<file path="config.mk">
export PLATFORM = sky130hd
export DESIGN_NAME = eth_payload_extractor
export DESIGN_NICKNAME = d
export VERILOG_FILES = /design/src/rtl/eth_pkg.sv /design/src/rtl/eth_payload_extractor_if.sv /design/src/rtl/fcs_strip_delay.sv /design/src/rtl/eth_payload_extractor.sv
export SDC_FILE = /design/constraint.sdc
export NUM_CORES = 1
export LEC_CHECK = 0
export BUFFER_PORTS_ARGS = -buffer_cell sky130_fd_sc_hd__buf_2
export CORE_MARGIN = 3
export CORE_UTILIZATION = 28
export DETAILED_ROUTE_END_ITERATION = 7
export PLACE_DENSITY = 0.41
export SYNTH_ARGS = -nofsm -noshare
export SYNTH_HDL_FRONTEND = slang
export SYNTH_SLANG_ARGS = --single-unit
</file>
<file path="constraint.sdc">
create_clock -name eth_refclk -period 1.5 [get_ports eth_refclk]
set_input_delay 0.075 -clock eth_refclk [delete_from_list [all_inputs] [get_ports eth_refclk]]
set_output_delay 0.075 -clock eth_refclk [all_outputs]
set_load 0.005 [all_outputs]
</file>
<file path="src/rtl/eth_pkg.sv">
// Shared types and constants for the RMII payload extractor.
// Optional build macro MAC_FILTER_EN enables destination-MAC filtering.
package eth_pkg;

   typedef enum logic [2:0] {
      WAIT_IDLE,
      IDLE,
      PREAMBLE,
      HEADER,
      PAYLOAD,
      DROP
   } eth_state_t;

   localparam logic [5:0] HEADER_DIBITS  = 6'd56;
   localparam logic [5:0] MAC_DIBITS     = 6'd24;
   localparam logic [4:0] FCS_DIBITS     = 5'd16;
   localparam logic [1:0] PREAMBLE_DIBIT = 2'b01;
   localparam logic [1:0] SFD_DIBIT      = 2'b11;

   // Dibit k of a MAC as it appears on the wire: bytes MSB-first, dibits LSB-first.
   function automatic logic [1:0] mac_dibit(input logic [47:0] mac, input logic [5:0] k);
      logic [47:0] sh;
      sh = mac >> {3'd5 - k[4:2], 3'b000};
      sh = sh >> {k[1:0], 1'b0};
      return sh[1:0];
   endfunction

endpackage

</file>
<file path="src/rtl/eth_payload_extractor_if.sv">
// Dibit stream bundle: a valid strobe and one 2-bit data word.
interface eth_payload_extractor_if;
   logic       valid;
   logic [1:0] data;

   modport master (output valid, data);
   modport slave  (input  valid, data);
endinterface

</file>
<file path="src/rtl/fcs_strip_delay.sv">
// 16-dibit delay line: emits a dibit only once 16 newer ones exist,
// so the trailing FCS never leaves. flush discards the contents.
module fcs_strip_delay
   import eth_pkg::*;
(
   input  logic                      eth_refclk,
   input  logic                      rst,
   input  logic                      flush,
   eth_payload_extractor_if.slave    din,
   eth_payload_extractor_if.master   dout
);

   localparam int LINE_W = 2 * int'(FCS_DIBITS);

   logic [LINE_W-1:0] line_q;
   logic [4:0]        fill_q;
   logic              full;

   assign full = (fill_q == FCS_DIBITS);

   always_ff @(posedge eth_refclk) begin
      // NOTE: the data line is cleared along with fill_q even though fill_q alone
      // gates reads, so no dibit of an aborted frame survives a reset or flush.
      if (rst || flush) begin
         line_q     <= '0;
         fill_q     <= '0;
         dout.valid <= 1'b0;
         dout.data  <= 2'b00;
      end else begin
         dout.valid <= din.valid && full;
         dout.data  <= (din.valid && full) ? line_q[LINE_W-1 -: 2] : 2'b00;
         if (din.valid) begin
            line_q <= {line_q[LINE_W-3:0], din.data};
            if (!full) fill_q <= fill_q + 5'd1;
         end
      end
   end

endmodule

</file>
<file path="src/rtl/eth_payload_extractor.sv">
// RMII frame receiver: strips preamble/SFD/header/FCS and forwards payload dibits.
// Define MAC_FILTER_EN to drop frames not addressed to MY_MAC or broadcast.
module eth_payload_extractor
   import eth_pkg::*;
#(
   parameter logic [47:0] MY_MAC = 48'h69_69_5A_06_54_91
) (
   input  logic       eth_refclk,
   input  logic       rst,
   input  logic       crsdv,
   input  logic [1:0] rxd,
   output logic       axiov,
   output logic [1:0] axiod,
   output logic       frame_done,
   output logic       frame_dropped
);

   if (MY_MAC == 48'h0) begin : g_mac_guard
      $error("MY_MAC must be a non-zero station address");
   end

   eth_state_t state_q, state_d;
   logic [5:0] hdr_cnt_q, hdr_cnt_d;
   logic       done_d, dropped_d, push, flush;
`ifdef MAC_FILTER_EN
   logic       ucast_miss_q, ucast_miss_d, bcast_miss_q, bcast_miss_d;
`endif

   eth_payload_extractor_if push_if ();
   eth_payload_extractor_if out_if ();

   assign push_if.valid = push;
   assign push_if.data  = rxd;
   assign axiov         = out_if.valid;
   assign axiod         = out_if.data;

   fcs_strip_delay u_delay (
      .eth_refclk (eth_refclk),
      .rst        (rst),
      .flush      (flush),
      .din        (push_if.slave),
      .dout       (out_if.master)
   );

   always_comb begin
      // NOTE: every signal written here gets a default first, so no path can infer a latch.
      state_d   = state_q;
      hdr_cnt_d = hdr_cnt_q;
      done_d    = 1'b0;
      dropped_d = 1'b0;
      push      = 1'b0;
      flush     = 1'b0;
`ifdef MAC_FILTER_EN
      ucast_miss_d = ucast_miss_q;
      bcast_miss_d = bcast_miss_q;
`endif
      unique case (state_q)
         WAIT_IDLE: if (!crsdv) state_d = IDLE;
         IDLE: begin
            if (crsdv) begin
               if (rxd == PREAMBLE_DIBIT) state_d = PREAMBLE;
               else begin
                  state_d   = DROP;
                  dropped_d = 1'b1;
               end
            end
         end
         PREAMBLE: begin
            if (!crsdv) begin
               state_d   = IDLE;
               dropped_d = 1'b1;
            end else if (rxd == SFD_DIBIT) begin
               state_d   = HEADER;
               hdr_cnt_d = '0;
`ifdef MAC_FILTER_EN
               ucast_miss_d = 1'b0;
               bcast_miss_d = 1'b0;
`endif
            end else if (rxd != PREAMBLE_DIBIT) begin
               state_d   = DROP;
               dropped_d = 1'b1;
            end
         end
         HEADER: begin
            if (!crsdv) begin
               state_d   = IDLE;
               dropped_d = 1'b1;
            end else begin
               hdr_cnt_d = hdr_cnt_q + 6'd1;
               if (hdr_cnt_q == HEADER_DIBITS - 6'd1) state_d = PAYLOAD;
`ifdef MAC_FILTER_EN
               if (hdr_cnt_q < MAC_DIBITS) begin
                  ucast_miss_d = ucast_miss_q | (rxd != mac_dibit(MY_MAC, hdr_cnt_q));
                  bcast_miss_d = bcast_miss_q | (rxd != 2'b11);
                  if (hdr_cnt_q == MAC_DIBITS - 6'd1 && ucast_miss_d && bcast_miss_d) begin
                     state_d   = DROP;
                     dropped_d = 1'b1;
                  end
               end
`endif
            end
         end
         PAYLOAD: begin
            if (crsdv) push = 1'b1;
            else begin
               flush   = 1'b1;
               done_d  = 1'b1;
               state_d = IDLE;
            end
         end
         DROP: if (!crsdv) state_d = IDLE;
         default: state_d = WAIT_IDLE;
      endcase
   end

   always_ff @(posedge eth_refclk) begin
      // NOTE: sequential state uses non-blocking assignments so every register samples pre-edge values.
      if (rst) begin
         state_q       <= WAIT_IDLE;
         hdr_cnt_q     <= '0;
         frame_done    <= 1'b0;
         frame_dropped <= 1'b0;
`ifdef MAC_FILTER_EN
         ucast_miss_q  <= 1'b0;
         bcast_miss_q  <= 1'b0;
`endif
      end else begin
         state_q       <= state_d;
         hdr_cnt_q     <= hdr_cnt_d;
         frame_done    <= done_d;
         frame_dropped <= dropped_d;
`ifdef MAC_FILTER_EN
         ucast_miss_q  <= ucast_miss_d;
         bcast_miss_q  <= bcast_miss_d;
`endif
      end
   end

endmodule
</file>
======== Word level (Yosys, flattened, before mapping) ========
Cells that the tools add are included.
storage, ports and cells
  flip-flop bits (word level) ............. 51
  latch bits .............................. 0
  RAM bits ................................ 0
  memory bits (read-only) ................. 0
  input bits .............................. 5
  logic and storage cells ................. 61
  memories ................................ 0
operators by class
  add/subtract/negate cells ............... 2
  $mul .................................... 0
  divide/modulo/power cells ............... 0
  $lt $le $gt $ge ......................... 0
  eq/ne operators ......................... 17
  shift-type cells ........................ 0
  multiplexer cells ....................... 23
  bitwise operators ....................... 2
  reduce and logical (&&, ||, !) cells .... 9
operator list
  operator             number
  $mux 3               8
  $mux 6               3
  $pmux 3 s4           1
  $pmux 6 s2           1
  $ne 2x2->1 const B   5
  $mux 1               9
  $reduce_and 4->1     2
  $add 6x1->6 const B  1
  $eq 3x2->1 const B   2
  $eq 3x3->1 const B   2
  $eq 6x6->1 const B   1
  $add 5x1->5 const B  1
  $eq 5x5->1 const B   1
  $ne 4x4->1 const B   1
  $eq 3x1->1 const B   1
  $logic_not 3->1      1
  $ne 3x3->1 const B   1
  $pmux 1 s3           1
  $reduce_or 3->1      1
  $eq 2x1->1 const B   1
  $eq 2x2->1 const B   1
  $ne 2x1->1 const B   1
  $not 1->1            2
  $reduce_and 2->1     1
  other kinds (4)      4

======== Longest topological paths before layout ========
Gate-level depths: netlist of run 1.
  depth in word-level cells ............... 5
  mapped depth ............................ 6
  gate-level depth less buffers ........... 6

======== By module ========
A second synthesis of run 1 with hierarchy kept.
second synthesis, totals
  cell total of the unflattened synthesis .. 220
  area, all modules ....................... 2167.1 um^2
modules (own cells, without submodules)
  module                 instances  cells each  area each (um^2)  sequential area each (um^2)
  fcs_strip_delay        1          139         1461.4            800.8
  eth_payload_extractor  1          81          705.7             220.2

======== Least setup slack after synthesis of run 1 ========
OpenSTA, ideal clock, no wires.
  kind .................................... register -> register
  start point ............................. register state_q[1]
  end point ............................... register u_delay.line_q[22]
  library setup time ...................... 0.132 ns
  arrival time ............................ 1.140 ns
  slack ................................... 0.227 ns
  cell stages (with the launch flop) ...... 7
  period minus slack after synthesis ...... 1.273 ns
  cell sequence ........................... dfxtp_1 -> buf_6 -> or3b_1 -> buf_2 -> buf_6 -> nand2_1 -> a21oi_1
on the way
  word-level cells in the longest chain between the ends .. 3
  elaborated cells on any way between the ends .. 4
RTL lines
  element                 RTL line                      RTL
  start, declared         eth_payload_extractor.sv:22   eth_state_t state_q, state_d;
  start signal, assigned  eth_payload_extractor.sv:128  state_q <= state_d;
  $eq 3x3->1 (*)          eth_payload_extractor.sv:57   unique case (state_q)
  $mux 1                  n/a
  $logic_or 1x1->1        fcs_strip_delay.sv:24         if (rst || flush) begin
  end signal, assigned    fcs_strip_delay.sv:33         line_q <= {line_q[LINE_W-3:0], din.data};
  end, declared           fcs_strip_delay.sv:15         logic [LINE_W-1:0] line_q;
Mark *: on every way between the ends. The rest lies on a longest branch, timed or not.
A chain may end at the register's enable or synchronous reset.

======== Final worst setup path of run 1 ========
  start point ............................. register state_q[1]
  end point ............................... register u_delay.line_q[26]
Same word-level chain as after synthesis.

==> qor.yml, run 1 <==
global_route:
  grt_antenna_before_repair: 0
  grt_pass1_wl_um: 7690
  grt_pass1_vias: 1658
  gr-total-overflow: 0
  grt.total_usage_pct: 10.7
  grt_max_degree: 33
floorplan:
  rows: 31
  die_h_um: 94.9
  core_mm2: 0.00745
  start_util_pct: 29.7
  pin_count: 10
  die_x_um: 94.9
  die-area_mm2: 0.00901
power:
  p_per_area_mw_per_mm2: 943
  clockPowerShare_pct: 33.4
  p_int_mw: 1.76
  swShare_pct: 25.2
  pwr-share-comb_pct: 8.4
  total_power_mw: 2.35
  p_leak_nw: 0.845
  p_seq_share_pct: 58.2
  p_switching_mw: 0.593
  peakVddDrop_uv: 346
sta:
  min_period_ns: 1.37
  setup_violations: 0
  worstMarginPinSlew_ns: 0.400
  clock.fmax_mhz: 728
  maxSlewViolCount: 0
  rsz0062_at_grt: "false"
  fin_setup_tns_ns: 0
  finClkSkew_ns: 0.00948
  max_slew_margin_pct: 73.3
  fin_crit_sh_pct: 91.5
  hold_violations: 0
worst_hold_path:
  worstHoldPathCells: 3
  min_path_type: "in -> reg"
drt:
  first_pass_iters: 4
  ant_nets: 0
  totalWireLength_um: 4610
  drc: 0
  vias_per_cell: 4.75
  wl_per_cell_um: 12.6
  drtIter0Drc: 58
  vias: 1742
clock_network:
  numCtsBuffers: 5
  clockBufferDepth: 2
  cts_hold_buf: 0
  clk_latency_ns: 0.30
  clockRootBuffer: "clkbuf_8"
  clk_pin_slew_ns: 0.10
  cts_num_sinks: 51
  cts_tree: "built"
  htreeDepth: 2
worst_setup_path:
  start_kind: "flip-flop"
  path_class: "reg -> reg"
  crit_path_frequent_cell: "buf_4"
  crit_chain: "buf_4 > nor3b_4 > buf_4 > clkbuf_16 > nand3_1 > a21oi_1"
  rr_worst_depth: 6
  required_ns: 1.74
  crit_fanout: 16
  cp-end-kind: "flip-flop"
  slowest_delay_ns: 0.36
  worst-endpoint-arrival_ns: 1.61
  crit_slowest_cell: "dfxtp_2"
layout:
  areaGrowthSynthToFinish_pct: 12.6
  drive_gt1_share_pct: 17.9
  fin_area_mm2: 0.00249
  num_antenna_cells: 0
  fin_nets: 275
  layout.cells.non_filler: 367
  layout_commonest_cell: "dfxtp_1"
  mostFrequentLayoutCells: "50 x dfxtp_1, 38 x nand2_1, 37 x a21oi_1, 33 x nand3_1, 15 x buf_4"
placed_design:
  dp_hpwl_um: 2860
  place_inst: 356
  routabilityCongestion: 0.657
  place.port_buffers: 9
  placed_cell_area_mm2: 0.00236
logic_synthesis:
  synthCells: 255
  synth.cell_area_mm2: 0.00221
  yosysSeqAreaShare_pct: 46.1
  synth_cell_types: 41
  yosysWarnings: 0
  synth.net_count: 263
  syn_area_per_cell_um2: 8.68
  ys_ff_latch: 51
run_status:
  status: "complete, no violations"
job:
  cap_violations: 0
cell usage after synthesis, drive strengths merged:
library cell	n	area (µm²)
dfxtp	51	1020
mux2i	2	20.0
or2	1	6.26
nor3	9	50.1
inv	6	22.5
xor2	2	17.5
o31ai	1	12.5
or3b	1	8.76
nand2	38	143
buf	13	108
xnor2	5	43.8
and2	3	18.8
nand3	33	165
nor2	10	37.5
clkbuf	8	30.0
nand4	3	18.8
and4bb	2	25.0
o21ai	6	30.0
nand4bb	1	11.3
a22o	1	10.0
nand3b	3	35.0
a211oi	1	7.51
and3	2	12.5
a22oi	1	7.51
nor2b	1	6.26
and2b	1	8.76
nand2b	2	12.5
o2111ai	1	8.76
nor3b	1	18.8
o211ai	1	7.51
a32oi	1	8.76
a21oi	38	194
nor4	2	33.8
a2111oi	1	15.0
ha	3	37.5
timing repair:
| item | CTS | global route |
|---|---|---|
| buffers inserted | 0 | 2 |
| endpoints found under the setup margin | 0 | 4 |
| resized for setup | 0 | 1 |
through the flow:
| stage | util, % | setup WS (ns) | hold slack, ns |
|---|---|---|---|
| 3_3_place_gp | 31.7 | 0.122 | 0.391 |
| 2_1_floorplan | - | 0.227 | 0.222 |
| 3_5_place_dp | 31.7 | 0.132 | 0.405 |
| 5_1_grt | 33.5 | 0.0229 | 0.0848 |
| 6_report | 33.5 | 0.127 | 0.0826 |
| 4_1_cts | 32.9 | 0.0983 | 0.0686 |
final timing paths:
check	from	slack, ns	to
setup / recovery	state_q[1]	0.13	u_delay.line_q[26]
hold / removal	rxd[1]	0.08	u_delay.line_q[1]
setup reg to reg	state_q[1]	0.13	u_delay.line_q[26]
hold reg to reg	u_delay.line_q[31]	0.45	u_delay.line_q[31]
layer usage:
metal / routed length (µm) / track usage (%) / up-vias
met5: 0 / 0 / -
met4: 76 / 4.09 / 0
met3: 132 / 2.87 / 7
met2: 2040 / 17.0 / 18
met1: 2350 / 13.7 / 815
li1: - / - / 902
sequential cells by signal, summed over array words and instances (netlist names):
| register | cells |
|---|---|
| frame_done | 1 |
| u_delay.line_q | 32 |
| u_delay.dout.data | 2 |
| u_delay.fill_q | 5 |
| u_delay.dout.valid | 1 |
| frame_dropped | 1 |
| hdr_cnt_q | 6 |
| state_q | 3 |
critical path: cells and delay by family, from the launching register on:
kind,cells,cell delay (ns)
AO/OA/AOI/OAI,1,0.15
buffers and inverters,3,0.52
flip-flops,1,0.36
AND/OR/NAND/NOR,2,0.28
final cells by class:
class                      instances  area [µm²]
fill                             814        4950
multi-input combinational        177        1030
sequential                        51        1020
timing repair buffer              26         203
tap                               99         124
clock buffer                       5        68.8
inverter                           6        22.5
clock inverter                     3        20.0
power by group through the flow:
stage               Sequential, mW  Combinational, mW  Clock (mW)
global placement              1.40              0.189           0
CTS                           1.37              0.187       0.840
finish                        1.37              0.198       0.784
global route                  1.37              0.218       0.879
detailed placement            1.40              0.186           0
floorplan                     1.40              0.136           0
logic make-up (layout without fill, tap and decap cells):
kind of cell,Yosys count,in the layout,share of synthesized area (%)
mux,2,2,0.905
simple gates,113,113,27.6
flops,51,51,46.1
compound gates,52,52,13.6
xor+xnor,7,7,2.77
fa+ha+maj,3,3,1.70
buf+inv,27,40,7.24
Note: power is estimated with default switching activity, not from simulation.
==> run 2: changes to the inputs <==
--- a/config.mk
+++ b/config.mk
@@ -12,4 +12,5 @@
 export PLACE_DENSITY = 0.41
 export SYNTH_ARGS = -nofsm -noshare
 export SYNTH_HDL_FRONTEND = slang
+export SYNTH_HIERARCHICAL = 1
 export SYNTH_SLANG_ARGS = --single-unit
==> run 2 against run 1 <==
Compared with the run above: area after synthesis is 2.1% lower; wire length is 16% lower; final area is 3.7% higher; clock power is 40% higher; worst setup slack worse by 0.059 ns; via count is 15% lower; clock skew is 0.0043 ns lower; largest cell class unchanged; largest power group unchanged.
==> qor.yml, run 2 <==
drt:
  wl_per_cell_um: 11.4
  totalWireLength_um: 3860
  first_pass_iters: 4
  ant_nets: 0
  drtIter0Drc: 58
  vias_per_cell: 4.39
  vias: 1487
  drc: 0
logic_synthesis:
  synth.net_count: 228
  synth-edff-count: 0
  yosysMostFrequentCell: "dfxtp_1"
  yosysWarnings: 6
  synth-main-ff-cell: "dfxtp_1"
  synth_cell_types: 40
  synth.cell_area_mm2: 0.00217
  yosysSeqAreaShare_pct: 47.1
  syn_area_per_cell_um2: 9.85
  yosys-top-cells-count: "51 x dfxtp_1, 46 x nor2_1, 32 x mux2i_1"
  synthCells: 220
  synth_top_area_share_pct: 47.1
  ys_ff_latch: 51
  yosys.area.top_type: "dfxtp_1"
  synthTopCellsByArea: "dfxtp_1 47%, mux2i_1 15%, nor2_1 8.0%"
  ys_async_sr_fraction_pct: 0
layout:
  largest_reg_flops: 32
  fin_area_mm2: 0.00258
  mostFrequentLayoutCells: "50 x dfxtp_1, 45 x nor2_1, 32 x mux2i_1, 9 x nand2_1, 9 x buf_2"
  top_register: "u_delay/line_q"
  layout_commonest_cell: "dfxtp_1"
  biggestRegsByFlops: "u_delay/line_q: 32 flops, hdr_cnt_q: 6 flops, u_delay/fill_q: 5 flops"
  num_antenna_cells: 0
  areaGrowthSynthToFinish_pct: 19.2
  drive_gt1_share_pct: 19.2
  fin_nets: 247
sta:
  rsz0062_at_grt: "true"
  clock.fmax_mhz: 698
  worstMarginPinSlew_ns: 0.355
  whs_ns: 0.0594
  max_slew_margin_pct: 76.0
  finClkSkew_ns: 0.00521
  fin_crit_sh_pct: 95.5
  maxSlewViolCount: 0
  min_period_ns: 1.43
  hold_violations: 0
  setup_violations: 0
floorplan:
  die-area_mm2: 0.00883
  rows: 31
  die_h_um: 94.0
  pin_count: 10
  start_util_pct: 29.4
  core_mm2: 0.00737
  die_x_um: 94.0
clock_network:
  clockBufferDepth: 2
  clockRootBuffer: "clkbuf_8"
  htreeDepth: 2
  cts_num_sinks: 51
  numCtsBuffers: 5
  clk_latency_ns: 0.30
  clk_pin_slew_ns: 0.09
  cts_tree: "built"
worst_setup_path:
  required_ns: 1.74
  path_class: "reg -> reg"
  worst-endpoint-arrival_ns: 1.67
  cp-end-kind: "flip-flop"
  start_kind: "flip-flop"
  crit_fanout: 7
  r2r_slack_ns: 0.07
power:
  p_leak_nw: 0.920
  p_per_area_mw_per_mm2: 1140
  total_power_mw: 2.96
  peakVddDrop_uv: 509
global_route:
  grt.total_usage_pct: 9.29
  grt_max_degree: 23
  grt_pass1_vias: 1341
  grt_antenna_before_repair: 0
  gr-total-overflow: 0
  grt_pass1_wl_um: 6560
run_status:
  status: "complete, no violations"
placed_design:
  placed_cell_area_mm2: 0.00239
  place.port_buffers: 9
  dp_hpwl_um: 2590
  routabilityCongestion: 0.751
worst_hold_path:
  min_path_type: "in -> reg"
job:
  cap_violations: 0
run 2: stage by stage:
| step | worst slack, ns | std cells | setup TNS, ns | utilization, % |
|---|---|---|---|---|
| global route | -0.0146 | 339 | -0.0250 | 35.1 |
| floorplan | -0.00121 | 220 | -0.0246 | - |
| detailed placement | 0.0142 | 328 | 0 | 32.4 |
| finish | 0.0680 | 339 | 0 | 35.1 |
| global placement | 0.0583 | 328 | 0 | 32.4 |
| CTS | 0.0235 | 337 | 0 | 34.4 |
run 2: final timing paths:
| path | startpoint | endpoint | depth (start not counted) |
|---|---|---|---|
| setup / recovery | state_q[2] | u_delay/fill_q[0] | 6 |
| hold / removal | rst | hdr_cnt_q[1] | 2 |
| setup reg to reg | state_q[2] | u_delay/fill_q[0] | 6 |
| hold reg to reg | u_delay/line_q[30] | u_delay/dout.data[0] | 1 |
run 2: timing repair:
item / CTS / global route
gates cloned: 0 / 1
hold buffers: 1 / 0
endpoints found under the hold margin: 1 / 0
setup endpoints to repair: 2 / 22
setup buffers: 0 / 1
gates resized for setup: 1 / 3
pin swaps: 0 / 3
run 2: worst max-delay path: stages (launching register included):
cell	delay (ns)
dfxtp_2	0.33
or2b_1	0.27
nor2_4	0.14
buf_12	0.13
inv_2	0.04
or3_1	0.34
a21oi_1	0.12
run 2: final cells by class:
class	count	area (µm²)
Tap cell	99	124
Clock buffer	6	72.6
Multi-Input combinational cell	151	1050
Clock inverter	2	60.1
Sequential cell	51	1020
Inverter	6	22.5
Fill cell	773	4790
Timing Repair Buffer	24	235
run 2: logic make-up (layout without fill, tap and decap cells):
kind of cell,after synthesis,after routing,synth area share [%]
adders and majority gates,3,3,1.73
AOI/OAI and AO/OA,23,23,7.68
xor gates and xnor gates,8,8,3.23
muxes,32,32,14.8
buffers and inverters,18,38,4.91
and+or+nand+nor,85,85,20.6
DFF,51,51,47.1
run 2: per-layer routing:
| metal | vias to the layer above | wire (µm) | GRT usage, % |
|---|---|---|---|
| li1 | 793 | - | - |
| met1 | 669 | 2130 | 14.5 |
| met2 | 21 | 1530 | 11.5 |
| met3 | 4 | 169 | 2.40 |
| met4 | 0 | 27 | 4.33 |
| met5 | - | 0 | 0 |
run 2: report_power, final:
| group | total (mW) | leakage (nW) | switching, mW | internal (mW) |
|---|---|---|---|---|
| Combinational | 0.463 | 0.443 | 0.248 | 0.215 |
| Clock | 1.10 | 0.0654 | 0.436 | 0.666 |
| Sequential | 1.39 | 0.412 | 0.0117 | 1.38 |
| Total | 2.96 | 0.920 | 0.696 | 2.26 |
==> run 3: changes to the inputs <==
--- a/config.mk
+++ b/config.mk
@@ -9,6 +9,7 @@
 export CORE_MARGIN = 3
 export CORE_UTILIZATION = 28
 export DETAILED_ROUTE_END_ITERATION = 7
+export MAX_ROUTING_LAYER = met4
 export PLACE_DENSITY = 0.41
 export SYNTH_ARGS = -nofsm -noshare
 export SYNTH_HDL_FRONTEND = slang
==> run 3 against run 2 <==
Compared with the run above: fmax about the same; highest routed layer unchanged; first-iteration DRC count did not move; combinational power is essentially flat; count of clock-buffer cells in the layout stayed put; worst hold slack barely moved; flip-flop and latch count did not move; critical path type unchanged; global-route usage rose by 0.25 points; core utilization stayed put; via count is 0.13% higher; register-to-register slack about the same.
==> qor.yml, run 3 (synthesis results as in run 2) <==
layout:
  areaGrowthSynthToFinish_pct: 19.2
  top_register: "u_delay/line_q"
  final.fill_count: 773
  largest_reg_flops: 32
  fin_nets: 247
  drive_gt1_share_pct: 19.2
  num_antenna_cells: 0
  layout_commonest_cell: "dfxtp_1"
  mostFrequentLayoutCells: "50 x dfxtp_1, 45 x nor2_1, 32 x mux2i_1, 9 x nand2_1, 9 x buf_2"
  biggestRegsByFlops: "u_delay/line_q: 32 flops, hdr_cnt_q: 6 flops, u_delay/fill_q: 5 flops"
worst_setup_path:
  crit_fanout: 7
  cp-end-kind: "flip-flop"
  rr_startpoint: "state_q[2]"
  crit_start: "state_q[2]"
  required_ns: 1.74
  critPathTopFamily: "simple AND/OR/NAND/NOR gates"
  cp_num_buf_inv: 2
  crit_slowest_cell: "or3_1"
  crit_chain: "or2b_1 > nor2_4 > buf_12 > inv_2 > or3_1 > a21oi_1"
  slowest_delay_ns: 0.34
  worst-endpoint-arrival_ns: 1.67
  path_class: "reg -> reg"
  start_kind: "flip-flop"
  r2r_slack_ns: 0.07
placed_design:
  routabilityCongestion: 0.760
  dp_hpwl_um: 2590
  place.port_buffers: 9
drt:
  totalWireLength_um: 3860
  drtIter0Drc: 58
  vias_per_cell: 4.39
  top_layer_used: "met4"
  first_pass_iters: 4
  wl_met1_um: 2130
  wl_met2_um: 1530
  drc: 0
  wl_per_cell_um: 11.4
  vias: 1489
  ant_nets: 0
  met3WireLength_um: 168
clock_network:
  htreeDepth: 2
  clk_latency_ns: 0.30
  cts_tree: "built"
  clockRootBuffer: "clkbuf_8"
  numCtsBuffers: 5
  cts_num_sinks: 51
  clockBufferDepth: 2
  clk_pin_slew_ns: 0.09
worst_hold_path:
  min_path_type: "in -> reg"
  min_from: "rst"
global_route:
  grt_antenna_before_repair: 0
  gr-total-overflow: 0
  grt.total_usage_pct: 9.54
  grt_pass1_wl_um: 6560
  grt_pass1_vias: 1341
  grt_max_degree: 23
power:
  p_leak_nw: 0.920
  total_power_mw: 2.96
  p_per_area_mw_per_mm2: 1140
  peakVddDrop_uv: 510
job:
  cap_violations: 0
sta:
  whs_ns: 0.0594
  hold_violations: 0
  setup_violations: 0
  maxSlewViolCount: 0
  fin_crit_sh_pct: 95.5
  worstMarginPinSlew_ns: 0.355
  min_period_ns: 1.43
  finClkSkew_ns: 0.00576
  rsz0062_at_grt: "true"
  max_slew_margin_pct: 76.0
  clock.fmax_mhz: 698
floorplan:
  core_mm2: 0.00737
  die_x_um: 94.0
  die-area_mm2: 0.00883
  pin_count: 10
  die_h_um: 94.0
  rows: 31
  start_util_pct: 29.4
run_status:
  status: "complete, no violations"
-- run 3: cell counts in the layout (fill, tap and decap cells not counted) --
No cell type changed its count.
-- run 3: final cells by class --
type	count	area [µm²]	share of cell area [%]
multi-input cells	151	1050	40.5
well taps	99	124	4.79
flip-flops and latches	51	1020	39.6
repair buffers	24	235	9.10
clock inverters	2	60.1	2.32
inverters	6	22.5	0.872
clock buffers	6	72.6	2.81
-- run 3: where the power goes --
part / internal [mW] / switching, mW
Sequential: 1.38 / 0.0117
Combinational: 0.215 / 0.248
Clock: 0.666 / 0.437
Total: 2.26 / 0.697
-- run 3: stage by stage --
step / instances / setup slack [ns] / cell area (µm²) / setup TNS [ns] / utilization [%]
final: 339 / 0.0676 / 2580 / 0 / 35.1
after global routing: 339 / -0.0146 / 2580 / -0.0250 / 35.1
after CTS: 337 / 0.0235 / 2530 / 0 / 34.4
after detailed placement: 328 / 0.0142 / 2390 / 0 / 32.4
after global placement: 328 / 0.0583 / 2390 / 0 / 32.4
after floorplan: 220 / -0.00121 / 2170 / -0.0246 / -
-- run 3: layer usage --
metal	global-route usage, %	vias to the layer above
li1	-	793
met1	14.5	671
met2	11.5	21
met3	2.40	4
met4	4.33	0
met5	-	-
-- run 3: what timing repair did --
action,CTS,global route
setup endpoints to repair,2,22
cloned,0,1
resized for setup,1,3
hold buffers,1,0
setup buffers,0,1
pin swaps,0,3
endpoints found under the hold margin,1,0
-- run 3: path summary, 6_finish.rpt --
check | cells after the start | endpoint
worst max-delay path | 6 | u_delay/fill_q[0]
worst min-delay path | 2 | hdr_cnt_q[1]
worst max register to register | 6 | u_delay/fill_q[0]
worst min register to register | 1 | u_delay/dout.data[0]
